## config.mk

```make
export PLATFORM = sky130hd
export DESIGN_NAME = mips_alu_flat
export DESIGN_NICKNAME = d
export VERILOG_FILES = /design/src/rtl/mips_alu_if.sv /design/src/rtl/mips_alu.sv /design/src/flat_wrapper.sv
export SDC_FILE = /design/constraint.sdc
export NUM_CORES = 1
export LEC_CHECK = 0
export BUFFER_PORTS_ARGS = -buffer_cell sky130_fd_sc_hd__buf_2
export CAP_MARGIN = 20
export CORE_MARGIN = 1.5
export CORE_UTILIZATION = 30
export DETAILED_ROUTE_END_ITERATION = 6
export HOLD_SLACK_MARGIN = 0.12
export PLACE_DENSITY_LB_ADDON = 0.05
export SKIP_CTS_REPAIR_TIMING = 1
export SYNTH_ARGS = -nofsm -noshare
export SYNTH_HDL_FRONTEND = slang
export SYNTH_SLANG_ARGS = --single-unit
```

## constraint.sdc

```tcl
create_clock -name clk -period 4.16 [get_ports clk]
set_input_delay 1.04 -clock clk [delete_from_list [all_inputs] [get_ports clk]]
set_output_delay 1.04 -clock clk [all_outputs]
set_load 0.02 [all_outputs]
```

## src/rtl/mips_alu_if.sv

```systemverilog
// Operand/select/result bundle for mips_alu.
// The driver of the operands uses the master modport; the ALU uses the slave modport.
interface mips_alu_if #(
   parameter int unsigned WIDTH = 32
);
   logic [2:0]       alu_control;
   logic [WIDTH-1:0] src1;
   logic [WIDTH-1:0] src2;
   logic [WIDTH-1:0] result;
   logic             zero;

   modport master (
      output alu_control, src1, src2,
      input  result, zero
   );

   modport slave (
      input  alu_control, src1, src2,
      output result, zero
   );
endinterface

```

## src/rtl/mips_alu.sv

```systemverilog
// Single-cycle-latency MIPS ALU with registered result and equality flag.
// The equality flag always comes from src1 - src2, whatever operation is selected.
module mips_alu #(
   parameter int unsigned WIDTH = 32
) (
   input logic        clk,
   input logic        rst,
   mips_alu_if.slave  alu
);

   typedef enum logic [2:0] {
      OP_AND = 3'b000,
      OP_OR  = 3'b001,
      OP_ADD = 3'b010,
      OP_SUB = 3'b110,
      OP_SLT = 3'b111
   } alu_op_e;

   logic [WIDTH-1:0] result_q, result_d;
   logic             zero_q, zero_d;
   logic [WIDTH-1:0] diff;
   logic             slt;

   always_comb begin
      diff     = alu.src1 - alu.src2;
      slt      = $signed(alu.src1) < $signed(alu.src2);
      zero_d   = (diff == '0);
      result_d = '0;
      case (alu.alu_control)
         OP_AND:  result_d = alu.src1 & alu.src2;
         OP_OR:   result_d = alu.src1 | alu.src2;
         OP_ADD:  result_d = alu.src1 + alu.src2;
         OP_SUB:  result_d = diff;
         OP_SLT:  result_d = WIDTH'(slt);
         default: result_d = '0;
      endcase
   end

   always_ff @(posedge clk) begin
      if (rst) begin
         result_q <= '0;
         zero_q   <= 1'b0;
      end else begin
         result_q <= result_d;
         zero_q   <= zero_d;
      end
   end

   assign alu.result = result_q;
   assign alu.zero   = zero_q;

endmodule

```

## src/flat_wrapper.sv

```systemverilog
// flat-port wrapper written by rule: the top's interface ports become plain ports
module mips_alu_flat 
#(
   parameter int unsigned WIDTH = 32
)
  (clk, rst, alu_alu_control, alu_src1, alu_src2, alu_result, alu_zero);
  mips_alu_if #(.WIDTH(WIDTH)) alu_i ();
  input logic clk;
  input logic rst;
  input wire logic [$bits(alu_i.alu_control)-1:0] alu_alu_control;
  input wire logic [$bits(alu_i.src1)-1:0] alu_src1;
  input wire logic [$bits(alu_i.src2)-1:0] alu_src2;
  output wire logic [$bits(alu_i.result)-1:0] alu_result;
  output wire logic [$bits(alu_i.zero)-1:0] alu_zero;
  assign alu_i.alu_control = alu_alu_control;
  assign alu_i.src1 = alu_src1;
  assign alu_i.src2 = alu_src2;
  assign alu_result = alu_i.result;
  assign alu_zero = alu_i.zero;
  mips_alu #(.WIDTH(WIDTH)) u_core (.clk(clk), .rst(rst), .alu(alu_i));
endmodule
```

==> summary.txt <==
Place
  – IO buf count: 101
  – Place WS: -0.209 ns
  – GP Congestion: 0.880
  – Post-DP HPWL: 18100 um

Synthesis
  – Number of enable flip-flop cells after synthesis: 0
  – Yosys reg bits: 33
  – Syn Nets: 1021
  – Dominant cell type by area after synthesis: ha_1
  – Seq/Total Area, Yosys: 10.8%
  – Main synth FF type: dfxtp_1
  – Yosys cell types: 82
  – Synth Warn #: 0
  – Synth Instances: 840
  – Synth top area cells: ha_1 (23%), dfxtp_1 (11%), xnor2_1 (6.6%)
  – Synthesized area: 0.00611 mm^2
  – Post-synth top area share: 22.5%
  – Synthesized area per cell: 7.27 um^2
  – Ys async rst share: 0%

CTS
  – Deepest clock path buffer count: 2
  – CTS buffer count: 5
  – CTS sink cnt: 33
  – CTS Root Cell: clkbuf_16
  – CTS tree: yes
  – Clock transition at path regs: 0.07 ns
  – H-tree depth: 2

GRT
  – Largest net degree at the start of global routing: 30
  – Antenna violations before repair: 0
  – GRT overflow: 0
  – First-pass GRT wire length: 35100 um
  – Gr usage total: 21.2%
  – Vias in the first global route: 6364

Drt
  – Per-cell routed wire length: 17.8 um
  – DRC viols: 0
  – Via-per-instance ratio: 5.05
  – Antenna-violating nets left: 0
  – Drt pass-1 iters: 5
  – Total vias in the final route: 6367
  – Routed Wire Length: 22500 um
  – Initial DRC Count: 297

Layout
  – Fin util: 38.0%
  – Area grow syn2layout: 25.0%
  – Storage cell area: 661 um^2
  – # diodes: 0
  – Fillers: 2202
  – Fin nets: 1173
  – Share of cells above drive strength 1: 23.4%
  – Multi-input combinational cell area: 0.00496 mm^2

Hold path
  – Min-Delay Path Depth: 2
  – Hold/Removal Path Class: primary input to register

Worst setup path
  – Slowest cell on the critical path: fa_1
  – CP required: 4.37 ns
  – Max stage delay on crit path: 0.39 ns
  – Delay-heaviest family, CP: simple AND/OR/NAND/NOR gates
  – CP Capture Type: register
  – Crit path buf inv count: 5
  – Critical Path Fanout Max: 3
  – Critical path class: primary input to register
  – CP startpoint kind: primary input
  – Worst-path cell chain: buf_2, inv_1, ha_1, inv_1, fa_1, nor2b_2, o311ai_2, buf_4, nand3b_1, o31ai_2, buf_4, xnor2_1, nand4_1, nor3b_1, nand4_1, nor4_2
  – Crit path arrival time: 4.16 ns
  – Critical Path Stages: 16

STA
  – Actual slew at the worst max-slew pin: 0.696 ns
  – Final period util: 94.8%
  – Final min period: 3.94 ns
  – Post-route worst setup slack: 0.218 ns
  – Slew Limit Fails: 0
  – Slew margin rel.: 53.1%
  – Final-report setup violation count: 0
  – Max Clk Rate: 254 MHz
  – Hold_ws: 0.971 ns
  – Final hold violations: 0

Die
  – Die area: 0.0212 mm^2
  – Core Region: 0.0201 mm^2
  – IO Pins: 102
  – Chip Height: 146 um
  – Die X: 146 um
  – Initial core utilization: 30.4%
  – Row cnt: 52

Power
  – P_leak: 3.73 nW
  – PD cells: 235 mW/mm^2
  – Peak VDD IR: 0.121 mV
  – Internal power: 0.00104 W
  – Clock share of power: 24.9%
  – Switching part of the total: 42.4%
  – Combinational Power Share: 56.3%
  – Part of the power in registers: 18.8%
  – P_sw: 0.000762 W

Run status
  – Result of the run: finished clean

Flow run
  – Max-Cap Viols: 0
==> registers in the layout, indices dropped and copies added, names as in the netlist <==
register and cells:
u_core.alu.result 32, u_core.alu.zero 1
==> cell families after synthesis <==
kind of cell / Yosys count / share of synthesized area, %
fa+ha+maj: 112 / 23.2
buf+inv: 138 / 9.09
mux: 9 / 1.54
simple gates: 226 / 17.6
compound gates: 271 / 30.5
flops: 33 / 10.8
xor+xnor: 51 / 7.31
==> power by group through the flow <==
stage / Combinational (W) / Clock (W) / Sequential, W
4_1_cts: 0.000999 / 0.000466 / 0.000338
3_3_place_gp: 0.00100 / 0 / 0.000345
3_5_place_dp: 0.000992 / 0 / 0.000345
6_report: 0.00101 / 0.000448 / 0.000338
5_1_grt: 0.00111 / 0.000474 / 0.000339
2_1_floorplan: 0.000601 / 0 / 0.000369
==> cell usage after synthesis, types with 4 or more instances <==
library cell,instances
o31ai_1,9
nor4_1,7
a2bb2oi_1,5
nor2b_1,9
nand2_1,49
a31oi_1,10
nor3_1,10
a21oi_1,76
a211oi_1,10
inv_1,95
nand3_1,21
dfxtp_1,33
xor2_1,5
clkbuf_1,24
clkinv_1,5
ha_1,110
o21a_1,5
nor2_1,86
a21o_1,17
o21bai_1,13
or2_2,6
o21ai_0,38
o221ai_1,4
a211o_1,4
o211ai_1,4
a22oi_1,10
xnor2_1,46
o22ai_1,16
nand2b_1,7
nand4_1,5
mux2i_1,6
buf_2,6
==> placed cells by master (no fill, tap or decap), types with 6 or more instances in the layout <==
master    count
or2_2         6
nand2_1      49
a211oi_1     10
a31oi_1      10
o22ai_1      15
nor2b_1       8
nor2_1       84
buf_2       101
nand2b_1      7
o21ai_0      38
nor3_1        9
o31ai_1       7
buf_4        79
inv_1        95
ha_1        110
nand3_1      21
xnor2_1      45
a21o_1       17
dfxtp_1      33
nor4_1        6
a22oi_1      10
a21oi_1      76
mux2i_1       6
o21bai_1     13
==> routing by layer <==
| layer | track usage (%) | up-vias | share of wire [%] |
|---|---|---|---|
| li1 | - | 3248 | - |
| met1 | 28.4 | 2952 | 48 |
| met2 | 35.9 | 140 | 46 |
| met3 | 2.45 | 27 | 3.2 |
| met4 | 5.66 | 0 | 2.1 |
| met5 | 0 | - | 0 |
==> cell type report <==
cell class / count / area share, %
timing repair buffer: 182 / 14.9
sequential: 33 / 8.65
clock buffer: 5 / 1.64
clock inverter: 2 / 0.459
inverter: 101 / 4.96
multi-input combinational: 669 / 65.0
tap: 270 / 4.42
==> per-stage QoR <==
stage | setup TNS (ns) | total power (W) | instances | area (um^2)
3_3_place_gp | -0.0730 | 0.00135 | 1254 | 7420
2_1_floorplan | 0 | 0.000969 | 840 | 6110
3_5_place_dp | -0.330 | 0.00134 | 1254 | 7420
6_report | 0 | 0.00180 | 1262 | 7640
4_1_cts | 0 | 0.00180 | 1261 | 7580
5_1_grt | -0.00434 | 0.00193 | 1262 | 7640
==> final timing paths <==
| path | end | slack (ns) | startpoint |
|---|---|---|---|
| min | u_core.alu.result[20] | 0.97 | rst |
| max | u_core.alu.zero | 0.22 | alu_src1[0] |
Note: power is estimated with default switching activity, not from simulation.
